`src/rtl/serial_framer.sv`:
```
// Frames parallel words onto a serial line: start, data LSB-first, optional parity, stop bit(s).
// Parity is compiled in only when the SERIAL_FRAMER_PARITY_EN macro is defined.
module serial_framer #(
  parameter int DATA_W      = 8,
  parameter int STOP_BITS   = 1,
  parameter int SYNC_STAGES = 2,
  parameter int ODD_PARITY  = 0
) (
  input  logic              in,
  input  logic              reset,
  input  logic              rate_in,
  input  logic [DATA_W-1:0] data,
  input  logic              valid,
  output logic              ready,
  output logic              tx,
  output logic              busy,
  output logic              frame_done
);

  localparam int CNT_W = (DATA_W > 1) ? $clog2(DATA_W) : 1;
  localparam logic [CNT_W-1:0] LAST_BIT = CNT_W'(DATA_W - 1);
  localparam logic LAST_STOP = 1'(STOP_BITS - 1);

  if (DATA_W < 1 || DATA_W > 16 || (STOP_BITS != 1 && STOP_BITS != 2) ||
      SYNC_STAGES < 2 || ODD_PARITY < 0 || ODD_PARITY > 1) begin : g_bad_param
    $error("serial_framer: parameter out of range");
  end

`ifdef SERIAL_FRAMER_PARITY_EN
  typedef enum logic [2:0] {S_IDLE, S_WAIT, S_START, S_DATA, S_PARITY, S_STOP} state_t;
`else
  typedef enum logic [2:0] {S_IDLE, S_WAIT, S_START, S_DATA, S_STOP} state_t;
`endif

  state_t                  state_r;
  logic [SYNC_STAGES-1:0]  sync_r;
  logic                    hist_r;
  logic [DATA_W-1:0]       shreg_r;
  logic [CNT_W-1:0]        bit_cnt_r;
  logic                    stop_cnt_r;
  logic                    ready_r;
  logic                    tx_r;
  logic                    busy_r;
  logic                    frame_done_r;
  logic                    tick_s;

`ifdef SERIAL_FRAMER_PARITY_EN
  logic                    par_r;

  function automatic logic calc_parity(input logic [DATA_W-1:0] d);
    return (^d) ^ (ODD_PARITY != 0);
  endfunction
`endif

  // Rising edge of the synchronized rate signal marks one bit period.
  assign tick_s = sync_r[SYNC_STAGES-1] & ~hist_r;

  // Rate synchronizer, handshake and framing state machine.
  always_ff @(posedge in) begin
    if (reset) begin
      state_r      <= S_IDLE;
      sync_r       <= '0;
      hist_r       <= 1'b0;
      shreg_r      <= '0;
      bit_cnt_r    <= '0;
      stop_cnt_r   <= 1'b0;
      ready_r      <= 1'b0;
      tx_r         <= 1'b1;
      busy_r       <= 1'b0;
      frame_done_r <= 1'b0;
`ifdef SERIAL_FRAMER_PARITY_EN
      par_r        <= 1'b0;
`endif
    end else begin
      sync_r       <= {sync_r[SYNC_STAGES-2:0], rate_in};
      hist_r       <= sync_r[SYNC_STAGES-1];
      frame_done_r <= 1'b0;
      case (state_r)
        S_IDLE: begin
          tx_r <= 1'b1;
          if (valid && ready_r) begin
            shreg_r <= data;
`ifdef SERIAL_FRAMER_PARITY_EN
            par_r   <= calc_parity(data);
`endif
            state_r <= S_WAIT;
            ready_r <= 1'b0;
            busy_r  <= 1'b1;
          end else begin
            ready_r <= 1'b1;
          end
        end
        S_WAIT: begin
          if (tick_s) begin
            tx_r    <= 1'b0;
            state_r <= S_START;
          end
        end
        S_START: begin
          if (tick_s) begin
            tx_r      <= shreg_r[0];
            shreg_r   <= shreg_r >> 1'b1;
            bit_cnt_r <= CNT_W'(0);
            state_r   <= S_DATA;
          end
        end
        S_DATA: begin
          if (tick_s) begin
            if (bit_cnt_r == LAST_BIT) begin
`ifdef SERIAL_FRAMER_PARITY_EN
              tx_r       <= par_r;
              state_r    <= S_PARITY;
`else
              tx_r       <= 1'b1;
              stop_cnt_r <= 1'b0;
              state_r    <= S_STOP;
`endif
            end else begin
              tx_r      <= shreg_r[0];
              shreg_r   <= shreg_r >> 1'b1;
              bit_cnt_r <= bit_cnt_r + CNT_W'(1);
            end
          end
        end
`ifdef SERIAL_FRAMER_PARITY_EN
        S_PARITY: begin
          if (tick_s) begin
            tx_r       <= 1'b1;
            stop_cnt_r <= 1'b0;
            state_r    <= S_STOP;
          end
        end
`endif
        S_STOP: begin
          if (tick_s) begin
            if (stop_cnt_r == LAST_STOP) begin
              state_r      <= S_IDLE;
              busy_r       <= 1'b0;
              frame_done_r <= 1'b1;
            end else begin
              stop_cnt_r <= stop_cnt_r + 1'b1;
            end
          end
        end
        default: begin
          state_r <= S_IDLE;
          tx_r    <= 1'b1;
          ready_r <= 1'b0;
          busy_r  <= 1'b0;
        end
      endcase
    end
  end

  assign ready      = ready_r;
  assign tx         = tx_r;
  assign busy       = busy_r;
  assign frame_done = frame_done_r;

endmodule
```
`config.mk`:
```
export PLATFORM = sky130hd
export DESIGN_NAME = serial_framer
export DESIGN_NICKNAME = d
export VERILOG_FILES = /design/src/rtl/serial_framer.sv
export SDC_FILE = /design/constraint.sdc
export NUM_CORES = 1
export LEC_CHECK = 0
export CELL_PAD_IN_SITES_DETAIL_PLACEMENT = 0
export CELL_PAD_IN_SITES_GLOBAL_PLACEMENT = 1
export CORE_ASPECT_RATIO = 1.75
export CORE_MARGIN = 4
export CORE_UTILIZATION = 29
export CTS_BUF_LIST = sky130_fd_sc_hd__clkbuf_2
export DETAILED_ROUTE_END_ITERATION = 12
export PLACE_DENSITY_LB_ADDON = 0.1
export SYNTH_ARGS = -nofsm -noshare
export SYNTH_HDL_FRONTEND = slang
export SYNTH_SLANG_ARGS = --single-unit
```
`constraint.sdc`:
```
create_clock -name in -period 1.5 [get_ports in]
set_input_delay 0.45 -clock in [delete_from_list [all_inputs] [get_ports in]]
set_output_delay 0.45 -clock in [all_outputs]
set_load 0.05 [all_outputs]
```
# == Yosys cells after proc, flatten, opt, wreduce, memory -nomap -nowiden ==
# Cells that the tools add are included.
# word_totals
ff_bits,22
latchBits,0
mem_bits_rw,0
rom_bits,0
elab_cells,78
n_memories,0
# op_classes
n_addsub,2
n_mul,0
div,0
order_cmp,0
n_eq_ne,13
shifts,0
muxes,34
n_bitwise,5
n_reduce_logical,14
# op_table
cell,count
$mux 8,4
$mux 3,10
$pmux 8 s3,1
$ne 2x2->1 const B,8
$reduce_and 4->1,4
$pmux 3 s5,1
$mux 1,13
$reduce_and 7->1,1
$eq 3x2->1 const B,2
$eq 3x3->1 const B,2
$pmux 3 s2,1
$reduce_or 3->1,2
$reduce_and 5->1,1
$not 1->1,4
$pmux 1 s2,2
$pmux 1 s4,1
$reduce_bool 2->1,2
$reduce_or 4->1,1
$add 3x1->3 const B,1
$eq 3x1->1 const B,1
$logic_not 3->1,1
$pmux 1 s3,1
$reduce_bool 3->1,1
$add 1x1->1 const B,1
2 further kinds,2

# == Depth between registers and ports, before layout ==
# Gate-level depths: netlist (run 1).
# logic_depth
ltp_word,4
mapped_depth,6
mapped_depth_nobuf,5

# == Worst setup path after synthesis (run 1) ==
# No wires, ideal clock.
# synth_path
path_type,register to register
startpoint,register ready_r (netlist: ready)
endpoint,register state_r[0]
t_arrival_ns,1.475
path_slack_ns,-0.096
path_stages_with_launch,4
period_less_slack_ns,1.596
path_cell_list,dfxtp_1 a21boi_0 a211o_2 mux2_4
# synth_between
elab_chain_len,3
# synth_rtl
item,line_no,source
start: declaration,41,logic ready_r;
start signal: assignment,67,ready_r <= 1'b0;
start signal: assignment,87,ready_r <= 1'b0;
start signal: assignment,90,ready_r <= 1'b1;
$logic_and 1x1->1,81,if (valid && ready_r) begin
$ne 2x2->1 (no line),-,
$reduce_and 7->1 (no line),-,
end signal: assignment,86,state_r <= S_WAIT;
end signal: assignment,96,state_r <= S_START;
end signal: assignment,104,state_r <= S_DATA;
end: declaration,35,state_t state_r;
# No other way between the ends.
# A chain may end at the register's enable or synchronous reset.

# == Final worst setup path (run 1) ==
# layout_path
startpoint,register bit_cnt_r[0]
endpoint,register bit_cnt_r[0]
# layout_between
elab_chain_len,4
word_cells_on_any_way,7
# layout_rtl
item,line_no,source
start: declaration,39,logic [CNT_W-1:0] bit_cnt_r;
start signal: assignment,121,bit_cnt_r <= bit_cnt_r + CNT_W'(1);
$add 3x1->3,121,
$mux 3,109,if (bit_cnt_r == LAST_BIT) begin
$mux 3,108,if (tick_s) begin
$pmux 3 s2,78,case (state_r)
# Several ways; a longest one is shown, not always the timed one. The select of a mux whose other input is x is not followed.

==> results of run 1 <==
==> cell families after synthesis <==
group	Yosys count
and+or+nand+nor	37
AOI/OAI and AO/OA	27
DFF	21
buffers and inverters	10
muxes	9
adders and majority gates	2
xor gates and xnor gates	1
==> sequential cells by signal, summed over array words and instances (netlist names) <==
register    cells
tx              1
sync_r          2
frame_done      1
hist_r          1
shreg_r         8
state_r         3
busy            1
bit_cnt_r       3
ready           1
==> worst register-to-register path, stage by stage (launching register included) <==
cell	delay, ps
dfxtp_4	400
ha_4	160
ha_4	180
a211o_4	340
or3_1	310
a21oi_1	110
==> layer usage <==
metal  vias to the layer above  track usage (%)  wire length (um)
li1                        461                -                 -
met1                       415            12.55              1032
met2                        13            21.96              1344
met3                         4            2.385                69
met4                         0            5.116                43
met5                         -                0                 0
==> through the flow <==
step / total power, uW / util, % / cell area (um2)
2_1_floorplan: 1567 / - / 1075
3_3_place_gp: 1939 / 41.44 / 1423
3_5_place_dp: 1959 / 41.44 / 1423
4_1_cts: 2227 / 42.67 / 1465
5_1_grt: 2405 / 43.55 / 1495
6_report: 2253 / 43.55 / 1495
==> cell usage after synthesis, drive strengths merged <==
| library cell | count |
|---|---|
| xnor2 | 1 |
| a2111oi | 1 |
| dfxtp | 21 |
| a21o | 2 |
| ha | 2 |
| nor3 | 12 |
| and2b | 1 |
| a221oi | 1 |
| nor2 | 4 |
| mux2i | 7 |
| clkbuf | 2 |
| and3 | 1 |
| a211oi | 8 |
| nand3b | 1 |
| buf | 6 |
| or3 | 2 |
| a211o | 2 |
| or3b | 1 |
| nor2b | 4 |
| mux2 | 2 |
| a21oi | 9 |
| inv | 2 |
| a21boi | 1 |
| nand2b | 2 |
| o21bai | 1 |
| nand2 | 4 |
| nand3 | 5 |
| o21ai | 2 |
==> worst min-delay path by stage <==
stage / depth (start not counted) / startpoint / slack [ps] / end
4_1_cts: 1 / sync_r[0]$_SDFF_PP0_ / 470 / sync_r[1]$_SDFF_PP0_
3_3_place_gp: 1 / sync_r[0]$_SDFF_PP0_ / 430 / sync_r[1]$_SDFF_PP0_
6_report: 1 / sync_r[0]$_SDFF_PP0_ / 470 / sync_r[1]$_SDFF_PP0_
3_5_place_dp: 1 / sync_r[0]$_SDFF_PP0_ / 450 / sync_r[1]$_SDFF_PP0_
5_1_grt: 1 / sync_r[0]$_SDFF_PP0_ / 480 / sync_r[1]$_SDFF_PP0_
2_1_floorplan: 1 / sync_r[0]$_SDFF_PP0_ / 410 / sync_r[1]$_SDFF_PP0_
==> where the power goes <==
part           internal [uW]  switching [uW]  total, uW
Sequential               691             121        812
Combinational            657             543       1200
Clock                   70.6             169        240
==> what timing repair did <==
item	in CTS	in global routing
cloned	0	0
hold buffers	0	0
gates resized for setup	8	6
endpoints found under the setup margin	11	11
setup buffers	0	1
pin swaps	3	5
==> layout make-up <==
type / instances / area [um2] / area share [%]
Clock buffer: 4 / 20.02 / 1.339
Inverter: 2 / 7.507 / 0.5021
Multi-Input combinational cell: 76 / 608.1 / 40.67
Sequential cell: 21 / 435.4 / 29.12
Tap cell: 45 / 56.30 / 3.766
Timing Repair Buffer: 37 / 367.9 / 24.60
==> results.txt, run 1 <==
The run finished, with violations left. The checks that failed: negative setup slack. The final-report max-slew violation count is 0. During synthesis, Yosys emitted a total of 0 warnings. The critical path endpoint category is a flop.

The maximum number of buffers from clock root to sink came out at 2. The overflow left after global routing is 0. The worst register-to-register path ends at bit_cnt_r[0]$_SDFFE_PP0P_. The count of nets left with antenna violations after detail routing came out at 0.

Setup violations remaining at the end of the flow were counted as 8. In this run the worst setup path begins at bit_cnt_r[0]$_SDFFE_PP0P_. In this run the clock root is driven by a clkbuf_2. The number of placement rows is 28. In this run the static leakage power is 0.0006112 uW. The final critical delay including setup and external delays is 1546 ps. Dividing the detail-routed wire length by the instance count gives 13.45 um.

The area of the core is 3433 um2. The post-synthesis compound-gate area fraction is between 20% and 30%. The final routed wirelength across all metal layers is 2.489 mm. The headroom to the max-slew limit came out at 79.40%. For the pin with the worst max-slew slack, the measured transition is about 310 ps.

In this design, the largest share of critical-path delay is due to compound AO/OA/AOI/OAI gates. Counting stages on the worst path, the most repeated cell is ha_4. The largest net degree at the start of global routing is 12. In this run the count of I/O pins placed on the die edge is 16. The post-route worst hold slack is 470.4 ps. The die outline width came out at 53.67 um. Setup repair after global routing could not meet its margin everywhere. The clock insertion delay at the later pin of the skew report came out at 310 ps. Leaving out fill and tap cells, the most frequent cell in the layout is buf_4. The max-cap violation count came out at 0. For this run, the detailed router's first-pass iteration total came to 4. The worst setup path endpoint is bit_cnt_r[0]$_SDFFE_PP0P_. The number of antenna cells inserted is 0. The TritonCTS sink count is 21.

Dividing total power by cell area gives a power density of 1507 nW/um2. The share of the synthesized netlist area taken by xor and xnor gates came out at 1.537%. Detailed placement ended at an HPWL of 2.038 mm. The worst register-to-register path begins at bit_cnt_r[0]$_SDFFE_PP0P_. The worst-case setup slack after placement is -291.7 ps.

The largest individual stage delay along the critical path comes from the cell dfxtp_4. In this run the worst hold path is classified as reg -> reg. The synthesized netlist occupies a cell area of 1059 um2. The fraction of layout instances using a drive strength above 1 is a little over a third. The share of synthesized area spent on multiplexers is under 10%. The startpoint class of the critical path is a flop.

The detailed router's first-iteration violation count is 12. The top cell type's share of synthesized area is 39.72%. The cell count of the worst reg-to-reg path is 5. TritonCTS built the clock tree. Traced cell by cell, the critical path runs through ha_4 -> ha_4 -> a211o_4 -> or3_1 -> a21oi_1. For this run, the total global-route usage over all layers was measured as 11.98%. The synthesis-to-finish area growth came out at 41.25%. The number of inserted filler cells in the final layout came out at around 370.

The largest family of logic cells by synthesized area is compound AO/OA/AOI/OAI gates. The post-route non-filler standard cell count came out at between 150 and 200. The top cell types in the final layout, fill and taps aside, are buf_4, dfxtp_1, nor3_1, clkdlybuf4s50_1, a21oi_1. Of all cell types, the one taking the most synthesized area is dfxtp_1. Setup slack on the worst reg-to-reg path comes out at -50 ps. Counting flops and latches in the post-synthesis netlist gives 21.

Across the VDD grid, the largest voltage drop is 0.8794 mV. The detailed-route via count came out at 893. The congestion estimate from routability-driven global placement came to 0.7924.

The starting density of the core came out at 30.83%. The floorplan step defined a die boundary enclosing ~4700 um2. In this run, CTS created clock tree buffers numbering 3. The via count of the first global-routing pass is 920. The largest fanout on the critical path came out at 4. The final setup TNS came out at -173.5 ps. The H-tree level count is 1. The net count of the finished layout came out at 155.

By area the synthesized netlist is led by dfxtp_1, mux2i_1, buf_6, nor3_1, a211oi_1. Measured along the y axis, the die boundary spans roughly 90 um. The critical path contains buffers and inverters numbering 0 combined. The fraction of the mapped netlist area in simple logic gates came out at between 10% and 20%. The achievable clock frequency is 647.0 MHz. The clock-pin slew on the worst setup and hold paths is ~200 ps. After synthesis, the mean cell area works out to roughly 9.9 um2. The count of different cell masters after synthesis is 34. The number of cells on the critical path came out at 5. The gate count of the mapped netlist came out at 107. The ratio of final minimum period to clock period is 103.0%. The residual DRC count came out at 0. Sequential cells were found to cover 39.72% of the synthesized design area. The count of placed standard cells including taps is 180.

The initial antenna violation count was 0. On the worst path, the slowest cell contributes a delay of around 400 ps. The count of buffers from port buffering is 15. Data on the critical path arrives at its endpoint at 1800 ps. For the worst setup path, the data required time is 1760 ps.

The synthesized netlist net count is 121. Across all setup checks in the final design, the least slack found is -45.65 ps. In the routed layout, each cell is associated on average with a via count of 4.827. The maximum clock skew at final layout is about 2.8 ps. By startpoint and endpoint, the worst setup path is classified as reg -> reg. The synthesized netlist devotes 2.364% of its cell area to adder and majority cells. The number of hold-slack violations in the final timing report is 0.

The wire length of the first global-routing pass came out at between 4 and 5 mm.
Note: power is estimated with default switching activity, not from simulation.
==> run 2: changes to the inputs <==
REMOVE_ABC_BUFFERS = 1   (was unset)
==> run 2 against run 1 <==
Compared with the run above:
- largest cell class unchanged
- first-iteration DRC count is 50% lower
- sequential power hardly changed
- highest routed layer unchanged
- the flow still finishes with violations (negative setup slack)
- largest power group unchanged
- combinational power hardly changed
==> results.txt, run 2 (same netlist as run 1, synthesis figures left out) <==
The fraction of layout instances using a drive strength above 1 is between 30% and 40%. Dividing the final minimum period by the clock period gives 104.9%. In this run the critical register-to-register path is launched from bit_cnt_r[0]$_SDFFE_PP0P_. The achievable clock frequency is approximately 640 MHz. The highest ir drop seen on vdd came out at 0.7587 mV.

Ranked by flip-flop count, first place goes to shreg_r. The half-perimeter wire length after detailed placement came out at 1.944 mm. The layer carrying the most global-route usage is met2. The number of buffers inserted during clock tree synthesis came out at 3.

The die area came out at 4719 um2. The wire length of the first global-routing pass is 4.022 mm. For met2 alone, demand over resource in global routing was 20.97%. The average vias per placed instance is roughly 4.8. Across the run, the number of max-cap violations was 0. The run finished, with violations left.

Port buffering added 15 buffers. Once layout is complete, the utilization of the core stands at 43.00%. The net count of the finished layout is ~150. The startpoint identified for the worst hold timing path is sync_r[0]$_SDFF_PP0_. The CTS tree is yes. The worst setup path is of the reg -> reg kind. The worst setup path is captured at a flop.

The clock-pin slew on the worst setup and hold paths came out at 200 ps. The initial antenna violation count came out at 0. For the worst-skew pair, the clock arrives at the later sink with an insertion delay of around 310 ps. The final worst-path setup slack is -73.58 ps. The type of the worst min-delay path is reg -> reg. Clock tree synthesis found a total of 21 sinks. The largest registers in the layout are shreg_r x8, bit_cnt_r x3, state_r x3. At the end of routability-driven placement, the weighted congestion stood at 0.7343.

The startpoint class of the critical path is a flop. In this run the core area contains 28 standard-cell rows. The met3 demand-to-capacity share in global routing came out at 1.533%. The total I/O pin count is 16.

The flip-flop count of the largest register after layout is 8. The final critical delay including setup and external delays is 1574 ps. The final-report max-slew violation count was 0. In this run the vertical extent of the chip is approximately 88 um. The repair_antennas step left the layout with diodes totalling 0. The number of hold-slack violations in the final timing report came out at 0. The final reports fail on negative setup slack. The maximum clock skew at final layout came out at 4.195 ps. Leaving out fill and tap cells, the most frequent cells in the layout are dfxtp_1, buf_4, nor3_1, clkdlybuf4s50_1, a21oi_1. The routed wirelength normalized by instance count came out at 13.16 um. The actual transition at the worst max-transition pin came out at 342.1 ps. The detailed router finished its first iteration with 6 violations. Relative to the synthesized area, the layout overhead comes to 39.48%. The overflow left after global routing is 0. The total global routing track utilization is 11.61%. Before antenna repair, the detailed router went through 4 iterations.

The total power consumption of the routed design came out at 2222 uW. STA puts the critical path data required time at 1760 ps. Setup repair after global routing could not meet its margin everywhere.

The largest net degree at the start of global routing came out at 12. The floorplan step set the die width to 53.67 um. The root buffer cell chosen for the clock tree is clkbuf_2. The power density over cell area came out at 1505 nW/um2. The core region is 3433 um2. The most critical setup path has its startpoint at bit_cnt_r[0]$_SDFFE_PP0P_. The residual DRC count came out at 0. The maximum number of buffers from clock root to sink came out at 2. Counting the fill cells in the layout gives about 370. The final routed wirelength across all metal layers is 2.382 mm. In the global route stage, met1 resource usage came out at about an eighth.

For the worst setup path, the data arrival time is 1840 ps. The via count of the first global-routing pass is 896. In this run the remaining antenna-violating nets after routing total 0.

The starting density of the core is 30.83%. The detailed-route via count is 874. The buffer count from post-CTS setup fixing is 0. The leakage component of the power came out at 0.0005958 uW. The largest fanout on the critical path came out at 4. The headroom to the max-slew limit is 77.19%.

The H-tree level count came out at 1. The library cell used most frequently in the layout, excluding fill and tap cells, is dfxtp_1. The final setup violation count came out at 6.
run 2: cell count changes in the layout (fill, tap and decap cells not counted), sizes merged:
| cell | change |
|---|---|
| buf | -4 |
run 2: layout make-up:
cell class / instances / area [um2] / area share, %
multi-input combinational: 76 / 604.3 / 40.93
inverter: 2 / 7.507 / 0.5085
sequential: 21 / 434.2 / 29.41
tap: 45 / 56.30 / 3.814
clock buffer: 4 / 20.02 / 1.356
timing repair buffer: 33 / 354.1 / 23.98
run 2: worst paths after layout:
check	end	slack, ps	cells past startpoint
setup / recovery	bit_cnt_r[0]$_SDFFE_PP0P_	-70	5
hold / removal	sync_r[1]$_SDFF_PP0_	460	1
setup reg to reg	bit_cnt_r[0]$_SDFFE_PP0P_	-70	5
hold reg to reg	sync_r[1]$_SDFF_PP0_	460	1
run 2: layer usage:
| layer | share of wire [%] | vias up |
|---|---|---|
| li1 | - | 448 |
| met1 | 38 | 407 |
| met2 | 57 | 15 |
| met3 | 3.5 | 4 |
| met4 | 1.8 | 0 |
| met5 | 0 | - |
run 2: power breakdown:
| group | leakage (uW) | switching [uW] | total [uW] | internal (uW) |
|---|---|---|---|---|
| logic | 0.000404 | 529 | 1170 | 637 |
| clock network | 0.0000166 | 174 | 245 | 70.6 |
| registers | 0.000175 | 123 | 812 | 688 |
| total | 0.000596 | 826 | 2220 | 1400 |
run 2: worst max-delay path, cell delays in order (launching register included):
cell	delay (ps)
dfxtp_4	400
ha_4	160
ha_4	170
a211o_4	340
or3_4	330
a21oi_2	120
run 2: per-stage QoR:
| stage | setup TNS [ps] | area (um2) | hold slack, ps | setup slack (ps) | cells |
|---|---|---|---|---|---|
| floorplan | -296.3 | 989.7 | 413.8 | -108.1 | 99 |
| global placement | -2125 | 1396 | 422.3 | -309.5 | 177 |
| detailed placement | -2391 | 1396 | 438.2 | -320.7 | 177 |
| CTS | -273.9 | 1451 | 462.2 | -97.38 | 181 |
| global route | -653.0 | 1476 | 473.9 | -120.7 | 181 |
| finish | -101.8 | 1476 | 459.3 | -73.58 | 181 |
run 2: repair_timing:
item | in CTS | in global routing
resized for setup | 9 | 10
hold endpoints to repair | 0 | 0
setup endpoints to repair | 14 | 14
hold buffers | 0 | 0
pin swaps | 2 | 4
